<file path="src/rtl/bubble_pkg.sv">
// Shared types and constants for the bubble-sort display engine.
// Latency: n/a (declarations only).
// Backpressure: n/a.
package bubble_pkg;

    typedef enum logic [2:0] {
        IDLE,
        LOAD,
        COMPARE,
        SWAP,
        DONE
    } state_t;

    // Galois feedback taps for the 16-bit maximal-length LFSR
    localparam logic [15:0] LFSR_TAPS   = 16'hB400;
    // Spacing between default/preset bar heights
    localparam int          HEIGHT_STEP = 10;
    // Width of the bar index / pass / load counters
    localparam int          IDX_W       = 3;

    // One right-shift Galois step
    function automatic logic [15:0] lfsr_step(input logic [15:0] s);
        return s[0] ? ((s >> 1) ^ LFSR_TAPS) : (s >> 1);
    endfunction

endpackage

</file>
<file path="src/rtl/bubble_sort_engine_if.sv">
// Command/status bundle between the sort engine and its controller/display.
// Latency: n/a (wires only).
// Backpressure: none; commands are single-cycle pulses.
interface bubble_sort_engine_if #(
    parameter int N_BARS = 5,
    parameter int H_W    = 7
);
    logic                    load;
    logic                    preset;
    logic                    start;
    logic [N_BARS*H_W-1:0]   heights_flat;
    logic [2:0]              cmp_idx;
    logic                    swap_flag;
    logic                    busy;
    logic                    done;

    modport master (
        output load, preset, start,
        input  heights_flat, cmp_idx, swap_flag, busy, done
    );

    modport slave (
        input  load, preset, start,
        output heights_flat, cmp_idx, swap_flag, busy, done
    );
endinterface

</file>
<file path="src/rtl/lfsr16.sv">
// Free-running 16-bit Galois LFSR used as the random height source.
// Latency: advances every clk; q is the register value.
// Backpressure: none.
module lfsr16
    import bubble_pkg::*;
(
    input  logic        clk,
    input  logic        reset,
    input  logic [15:0] seed,
    output logic [15:0] q
);
    logic [15:0] lfsr_q;

    // Reload seed in reset, otherwise step once per clock
    always_ff @(posedge clk) begin
        if (!reset) lfsr_q <= seed;
        else        lfsr_q <= lfsr_step(lfsr_q);
    end

    assign q = lfsr_q;
endmodule

</file>
<file path="src/rtl/bubble_sort_engine.sv">
// Step-by-step ascending bubble sort of N_BARS heights for the bar-graph display.
// Latency: one compare or swap per step tick (STEP_DIV clocks); LOAD takes N_BARS clocks.
// Backpressure: none; load > preset > start, start ignored while busy. Macro BUBBLE_EARLY_EXIT_EN.
module bubble_sort_engine
    import bubble_pkg::*;
#(
    parameter int          N_BARS   = 5,
    parameter int          H_W      = 7,
    parameter int          STEP_DIV = 25_000_000,
    parameter logic [15:0] SEED     = 16'hACE1
) (
    input  logic                  clk,
    input  logic                  reset,
    bubble_sort_engine_if.slave   bus
);
    localparam int            PW         = (STEP_DIV > 1) ? $clog2(STEP_DIV) : 1;
    localparam logic [PW-1:0] PRESC_LAST = PW'(STEP_DIV - 1);

    state_t             state_q, state_d;
    logic [H_W-1:0]     h_q [N_BARS];
    logic [H_W-1:0]     h_d [N_BARS];
    logic [IDX_W-1:0]   j_q, j_d, pass_q, pass_d, k_q, k_d;
    logic               swapped_q, swapped_d;
    logic [PW-1:0]      presc_q, presc_d;
    logic [IDX_W-1:0]   cmp_idx_q, cmp_idx_d;
    logic               swap_flag_q, swap_flag_d, busy_q, busy_d, done_q, done_d;
    logic               tick, do_adv, early_exit;
    logic [15:0]        lfsr_val;
    logic               unused_lfsr_hi;

    lfsr16 u_lfsr (
        .clk   (clk),
        .reset (reset),
        .seed  (SEED),
        .q     (lfsr_val)
    );

    // Only the low six LFSR bits feed heights
    assign unused_lfsr_hi = ^lfsr_val[15:6];
    assign tick           = (presc_q == PRESC_LAST);

    // Next-state: commands first (by priority), then tick-driven sort steps
    always_comb begin
        state_d    = state_q;
        h_d        = h_q;
        j_d        = j_q;
        pass_d     = pass_q;
        k_d        = k_q;
        swapped_d  = swapped_q;
        presc_d    = tick ? '0 : presc_q + 1'b1;
        do_adv     = 1'b0;
        early_exit = 1'b0;
        if (bus.load) begin
            state_d   = LOAD;
            k_d       = '0;
            j_d       = '0;
            pass_d    = '0;
            swapped_d = 1'b0;
        end else if (bus.preset) begin
            for (int i = 0; i < N_BARS; i++) h_d[i] = H_W'((N_BARS - i) * HEIGHT_STEP);
            state_d   = IDLE;
            j_d       = '0;
            pass_d    = '0;
            swapped_d = 1'b0;
        end else if (bus.start && (state_q == IDLE || state_q == DONE)) begin
            state_d   = COMPARE;
            j_d       = '0;
            pass_d    = '0;
            swapped_d = 1'b0;
            presc_d   = '0;
        end else begin
            case (state_q)
                LOAD: begin
                    // A zero-height bar would vanish on the display
                    h_d[k_q] = (lfsr_val[5:0] == 6'd0) ? H_W'(1) : H_W'(lfsr_val[5:0]);
                    if (k_q == IDX_W'(N_BARS - 1)) state_d = IDLE;
                    else                           k_d     = k_q + 1'b1;
                end
                COMPARE: if (tick) begin
                    // Strict compare keeps equal heights in place
                    if (h_q[j_q] > h_q[j_q + 1'b1]) state_d = SWAP;
                    else                            do_adv  = 1'b1;
                end
                SWAP: if (tick) begin
                    h_d[j_q]        = h_q[j_q + 1'b1];
                    h_d[j_q + 1'b1] = h_q[j_q];
                    swapped_d       = 1'b1;
                    do_adv          = 1'b1;
                end
                default: ;
            endcase
`ifdef BUBBLE_EARLY_EXIT_EN
            early_exit = !swapped_d;
`endif
            if (do_adv) begin
                if (int'(j_q) + 1 < N_BARS - 1 - int'(pass_q)) begin
                    j_d     = j_q + 1'b1;
                    state_d = COMPARE;
                end else begin
                    pass_d    = pass_q + 1'b1;
                    j_d       = '0;
                    swapped_d = 1'b0;
                    state_d   = (int'(pass_q) + 1 == N_BARS - 1 || early_exit) ? DONE : COMPARE;
                end
            end
        end
        cmp_idx_d   = (state_d == COMPARE || state_d == SWAP) ? j_d : '0;
        swap_flag_d = (state_d == SWAP);
        busy_d      = (state_d == COMPARE || state_d == SWAP || state_d == LOAD);
        done_d      = (state_d == DONE);
    end

    // State, heights, counters and registered status outputs
    always_ff @(posedge clk) begin
        if (!reset) begin
            state_q     <= IDLE;
            for (int i = 0; i < N_BARS; i++) h_q[i] <= H_W'((i + 1) * HEIGHT_STEP);
            j_q         <= '0;
            pass_q      <= '0;
            k_q         <= '0;
            swapped_q   <= 1'b0;
            presc_q     <= '0;
            cmp_idx_q   <= '0;
            swap_flag_q <= 1'b0;
            busy_q      <= 1'b0;
            done_q      <= 1'b0;
        end else begin
            state_q     <= state_d;
            h_q         <= h_d;
            j_q         <= j_d;
            pass_q      <= pass_d;
            k_q         <= k_d;
            swapped_q   <= swapped_d;
            presc_q     <= presc_d;
            cmp_idx_q   <= cmp_idx_d;
            swap_flag_q <= swap_flag_d;
            busy_q      <= busy_d;
            done_q      <= done_d;
        end
    end

    // Pack bar heights for the display, bar i in slice i
    always_comb begin
        bus.heights_flat = '0;
        for (int i = 0; i < N_BARS; i++) bus.heights_flat[i*H_W +: H_W] = h_q[i];
    end

    assign bus.cmp_idx   = cmp_idx_q;
    assign bus.swap_flag = swap_flag_q;
    assign bus.busy      = busy_q;
    assign bus.done      = done_q;
endmodule

</file>
<file path="src/flat_wrapper.sv">
// flat-port wrapper written by rule: the top's interface ports become plain ports
module bubble_sort_engine_flat import bubble_pkg::*;
#(
    parameter int          N_BARS   = 5,
    parameter int          H_W      = 7,
    parameter int          STEP_DIV = 25_000_000,
    parameter logic [15:0] SEED     = 16'hACE1
)
  (clk, reset, bus_load, bus_preset, bus_start, bus_heights_flat, bus_cmp_idx, bus_swap_flag, bus_busy, bus_done);
  bubble_sort_engine_if #(.N_BARS(N_BARS), .H_W(H_W)) bus_i ();
  input  logic clk;
  input  logic reset;
  input wire logic [$bits(bus_i.load)-1:0] bus_load;
  input wire logic [$bits(bus_i.preset)-1:0] bus_preset;
  input wire logic [$bits(bus_i.start)-1:0] bus_start;
  output wire logic [$bits(bus_i.heights_flat)-1:0] bus_heights_flat;
  output wire logic [$bits(bus_i.cmp_idx)-1:0] bus_cmp_idx;
  output wire logic [$bits(bus_i.swap_flag)-1:0] bus_swap_flag;
  output wire logic [$bits(bus_i.busy)-1:0] bus_busy;
  output wire logic [$bits(bus_i.done)-1:0] bus_done;
  assign bus_i.load = bus_load;
  assign bus_i.preset = bus_preset;
  assign bus_i.start = bus_start;
  assign bus_heights_flat = bus_i.heights_flat;
  assign bus_cmp_idx = bus_i.cmp_idx;
  assign bus_swap_flag = bus_i.swap_flag;
  assign bus_busy = bus_i.busy;
  assign bus_done = bus_i.done;
  bubble_sort_engine #(.N_BARS(N_BARS), .H_W(H_W), .STEP_DIV(STEP_DIV), .SEED(SEED)) u_core (.clk(clk), .reset(reset), .bus(bus_i));
endmodule
</file>
<file path="config.mk">
export PLATFORM = sky130hd
export DESIGN_NAME = bubble_sort_engine_flat
export DESIGN_NICKNAME = d
export VERILOG_FILES = /design/src/rtl/bubble_pkg.sv /design/src/rtl/bubble_sort_engine_if.sv /design/src/rtl/lfsr16.sv /design/src/rtl/bubble_sort_engine.sv /design/src/flat_wrapper.sv
export SDC_FILE = /design/constraint.sdc
export NUM_CORES = 1
export LEC_CHECK = 0
export CAP_MARGIN = 20
export CORE_ASPECT_RATIO = 0.8
export CORE_MARGIN = 4
export CORE_UTILIZATION = 40
export DETAILED_ROUTE_END_ITERATION = 12
export PLACE_DENSITY = 0.7
export SETUP_SLACK_MARGIN = 0.05
export SYNTH_ARGS = -nofsm -noshare
export SYNTH_HDL_FRONTEND = slang
export SYNTH_SLANG_ARGS = --single-unit
</file>
<file path="constraint.sdc">
create_clock -name clk -period 3.9 [get_ports clk]
set_input_delay 0.39 -clock clk [delete_from_list [all_inputs] [get_ports clk]]
set_output_delay 0.39 -clock clk [all_outputs]
set_load 0.05 [all_outputs]
</file>
==> results of run 1 <==
[critical path, stage by stage, from the launching register on]
cell	delay [ns]
dfxtp_1	0.32
ha_1	0.25
xnor2_2	0.17
inv_2	0.08
buf_4	0.18
mux2_2	0.34
a221o_1	0.29
nand2_1	0.18
ha_1	0.30
a21oi_1	0.13
o21ai_0	0.10
o221ai_1	0.19
buf_4	0.20
nand2_2	0.06
or3_4	0.35
a2111oi_4	0.34
[cells in the mapped netlist, drive strengths merged, types with 2 or more instances]
| cell | n | area share (%) |
|---|---|---|
| buf | 10 | 1.3 |
| mux4 | 2 | 0.84 |
| o21ai | 29 | 2.7 |
| and2 | 13 | 1.5 |
| inv | 26 | 1.8 |
| a31oi | 13 | 1.5 |
| or3 | 6 | 0.79 |
| nand3b | 3 | 0.42 |
| o2111ai | 2 | 0.33 |
| nor2b | 10 | 1.2 |
| o31a | 2 | 0.33 |
| ha | 17 | 4.0 |
| nand4 | 8 | 1.2 |
| xor2 | 14 | 2.3 |
| or4 | 2 | 0.35 |
| a221oi | 13 | 2.4 |
| mux2 | 14 | 2.9 |
| xnor2 | 16 | 2.7 |
| o311ai | 7 | 1.1 |
| a22oi | 23 | 3.2 |
| nor4 | 6 | 0.98 |
| a222oi | 5 | 0.93 |
| a221o | 5 | 0.93 |
| clkbuf | 21 | 1.5 |
| nor3 | 17 | 1.8 |
| dfxtp | 94 | 35 |
| o311a | 2 | 0.37 |
| a21oi | 18 | 1.7 |
| a22o | 2 | 0.33 |
| o31ai | 4 | 0.56 |
| o32ai | 3 | 0.49 |
| and3 | 9 | 1.1 |
| o21a | 6 | 0.84 |
| o211ai | 5 | 0.70 |
| nand3 | 30 | 2.9 |
| nor2 | 62 | 4.3 |
| nand2 | 55 | 3.9 |
| nand2b | 14 | 1.6 |
| o22ai | 9 | 1.0 |
| mux2i | 8 | 1.5 |
| nor3b | 6 | 0.84 |
| a2bb2oi | 5 | 0.82 |
| o221ai | 3 | 0.49 |
[state kept, by name (all words and copies together) (netlist names)]
name	cells
u_core.state_q	3
u_core.bus.done	1
u_core.j_q	3
u_core.bus.heights_flat	35
u_core.presc_q	25
u_core.pass_q	3
u_core.bus.swap_flag	1
u_core.bus.busy	1
u_core.u_lfsr.q	16
u_core.k_q	3
u_core.bus.cmp_idx	3
[where the power goes]
group	internal (mW)	switching (mW)	total [mW]
sequential	0.999	0.0421	1.04
clock	0.561	0.384	0.945
combinational	0.119	0.211	0.330
total	1.68	0.637	2.32
[cell usage in the layout, fill, tap and decap left out, drive strengths merged, types with 10 or more instances in the layout]
master / instances
dfxtp: 94
nor2: 62
nand2: 55
clkdlybuf4s50: 44
buf: 31
nand3: 30
o21ai: 29
inv: 27
a22oi: 23
a21oi: 18
ha: 17
nor3: 17
xnor2: 16
mux2: 14
nand2b: 14
xor2: 14
a31oi: 13
and2: 13
a221oi: 13
nor2b: 10
clkbuf: 10
[cell type report]
class / count / area (um2)
Tap cell: 175 / 219
Fill cell: 1186 / 6570
Inverter: 26 / 97.6
Multi-Input combinational cell: 481 / 3260
Timing Repair Buffer: 75 / 671
Clock inverter: 5 / 83.8
Clock buffer: 10 / 229
Sequential cell: 94 / 1880
[per-stage QoR]
| step | total power, mW | cell area [um2] | worst slack (ns) |
|---|---|---|---|
| final | 2.32 | 6440 | 0.320 |
| after floorplan | 1.27 | 5370 | 0.474 |
| after detailed placement | 1.38 | 6130 | 0.267 |
| after global routing | 2.40 | 6440 | 0.0595 |
| after global placement | 1.38 | 6130 | 0.468 |
| after CTS | 2.33 | 6440 | 0.228 |
[logic make-up (layout without fill, tap and decap cells)]
family | count (synthesis) | count (layout)
buffers and inverters | 57 | 116
XOR/XNOR | 30 | 30
adder cells (fa/ha/maj) | 17 | 17
AND/OR/NAND/NOR | 247 | 247
AO/OA/AOI/OAI | 163 | 163
flip-flops | 94 | 94
multiplexers | 24 | 24
[worst max-delay path by stage]
stage	endpoint	from	cells after the start
after floorplan	u_core.bus.cmp_idx[0]$_SDFF_PN0_	u_core.j_q[0]$_SDFF_PN0_	14
after global placement	u_core.bus.cmp_idx[0]$_SDFF_PN0_	u_core.j_q[0]$_SDFF_PN0_	15
after detailed placement	u_core.bus.swap_flag$_SDFF_PN0_	u_core.j_q[0]$_SDFF_PN0_	15
after CTS	u_core.bus.swap_flag$_SDFF_PN0_	u_core.j_q[0]$_SDFF_PN0_	15
after global routing	u_core.bus.swap_flag$_SDFF_PN0_	u_core.j_q[0]$_SDFF_PN0_	15
final	u_core.bus.cmp_idx[0]$_SDFF_PN0_	u_core.j_q[0]$_SDFF_PN0_	15
[routing by layer]
| metal | global-route usage, % | part of all wire (%) |
|---|---|---|
| met4 | 9.51 | 3.5 |
| met5 | 0 | 0 |
| met1 | 33.7 | 45 |
| met2 | 31.5 | 40 |
| met3 | 7.09 | 11 |
[timing repair]
action,CTS,global route
resized for setup,0,2
setup endpoints to repair,0,4
endpoints found under the hold margin,0,0
==> impl_metrics.tcl, run 1 <==
set metrics [dict create \
    status "completed" \
    holdBufCountCts 0 \
    synth_xor_area_share_pct 5.03 \
    rsz0062_at_grt "false" \
    drt_wl_total_mm 17.5 \
    io_pins 46 \
    synthDistinctLibCells 72 \
    antenna_found_initial 0 \
    rr_worst_depth 15 \
    endpoint_kind "flip-flop" \
    antenna_left 0 \
    dr.pass1.iters 8 \
    clock_path_buffers 2 \
    timing.final.crit_period_ns 3.58 \
    hold-path-endpoint "u_core.u_lfsr.q[7]$_SDFF_PN1_" \
    cts_tree "done" \
    worstPathMaxFanout 8 \
    area_growth_pct 19.9 \
    antenna_cells 0 \
    nNetsFinal 709 \
    synth_top_family_by_area "simple AND/OR/NAND/NOR gates" \
    hold_depth 1 \
    grt_pass1_vias 5038 \
    die-width_um 138 \
    ys_warn_count 0 \
    clk_latency_ns 0.35 \
    vias 5283 \
    dp_hpwl_mm 12.9 \
    worstSetupStartpointType "flip-flop" \
    worst-setup-path-type "flip-flop to flip-flop" \
    relSlewSlack_pct 32.6 \
    whs_ns 0.416 \
    drive_gt1_share_pct 11.9 \
    drt_iter0_drc 606 \
    finalCritPeriodShare_pct 91.8 \
    dieArea_um2 15400 \
    r2r_setup_slack_ns 0.32 \
    grt_overflow_total 0 \
    clock.fmax_mhz 279 \
    viasPerCell 6.10 \
    place_inst 851 \
    core_area_um2 13000 \
    cts_made_buffers 9 \
    syn_area_um2 5370 \
    syn_inst 632 \
    synth_nets 654 \
    drc 0 \
    clockRootBuffer "clkbuf_16" \
    slew_violations 0 \
    wl_per_cell_um 20.2 \
    finalHoldViolCount 0 \
    postSynthAreaPerCell_um2 8.50 \
    ys_seq_area_share_pct 35.0 \
    io_buffers 45 \
    fin_cells 866 \
    peakVddDrop_v 0.000239 \
    setup_violations 0 \
    synth_mux_area_share_pct 5.26 \
    synth_edf_count 0 \
    synth-adder-area-share_pct 3.96 \
    grt.total_usage_pct 23.2 \
    gp_congestion 1.09 \
    cellPowerDensity_nw_per_um2 359 \
    ys_seq_elements 94 \
    tightest_slew_ns 1.00 \
    dieHeight_um 112 \
    hp-class "flip-flop to flip-flop" \
    drv_cap 0 \
    cts_sinks 94 \
    total_leakage_power_nw 2.35 \
    synth_compound_gate_area_share_pct 22.2 \
    worst_ep_arrival_time_ns 3.84 \
    r2r_start "u_core.j_q[0]$_SDFF_PN0_" \
    utilization_pct 49.5 \
    grt_max_degree 40 \
    cts.htree.levels 3 \
    grt_pass1_wl_mm 27.8 \
    clock_skew_ns 0.00856 \
    ys_async_sr_fraction_pct 0 \
    tns_ns 0 \
    crit_required_ns 4.16 \
    clk_pin_slew_ns 0.07 \
    start_util_pct 41.3 \
    r2r_end "u_core.bus.cmp_idx[0]$_SDFF_PN0_" \
    worstHoldStart "u_core.u_lfsr.q[8]$_SDFF_PN0_" \
    synthFlopType "dfxtp_1" \
    std_cell_rows 37 \
    post_cts_buffers 0 \
    yosys.area_share.simple_pct 24.0 \
]
No activity file was read; power rests on OpenSTA's default activity.
==> inputs of run 2 (changes only) <==
--- a/config.mk
+++ b/config.mk
@@ -10,6 +10,7 @@
 export CORE_MARGIN = 4
 export CORE_UTILIZATION = 40
 export DETAILED_ROUTE_END_ITERATION = 12
+export HOLD_SLACK_MARGIN = 0.15
 export PLACE_DENSITY = 0.7
 export SETUP_SLACK_MARGIN = 0.05
 export SYNTH_ARGS = -nofsm -noshare
==> results of run 2 <==
Same layout as run 1: the final DEF is identical, and so are final timing and power.
==> inputs of run 3 (changes only) <==
==> constraint.sdc (replaced) <==
create_clock -name clk -period 3.9 [get_ports clk]
set_input_delay 0.39 -clock clk [delete_from_list [all_inputs] [get_ports clk]]
set_output_delay 0.39 -clock clk [all_outputs]
set_load 0.01 [all_outputs]
==> results of run 3 <==
Same layout as run 1 (identical final DEF). Status: completed.
Among the figures that moved: total power 2.32 mW -> 2.25 mW
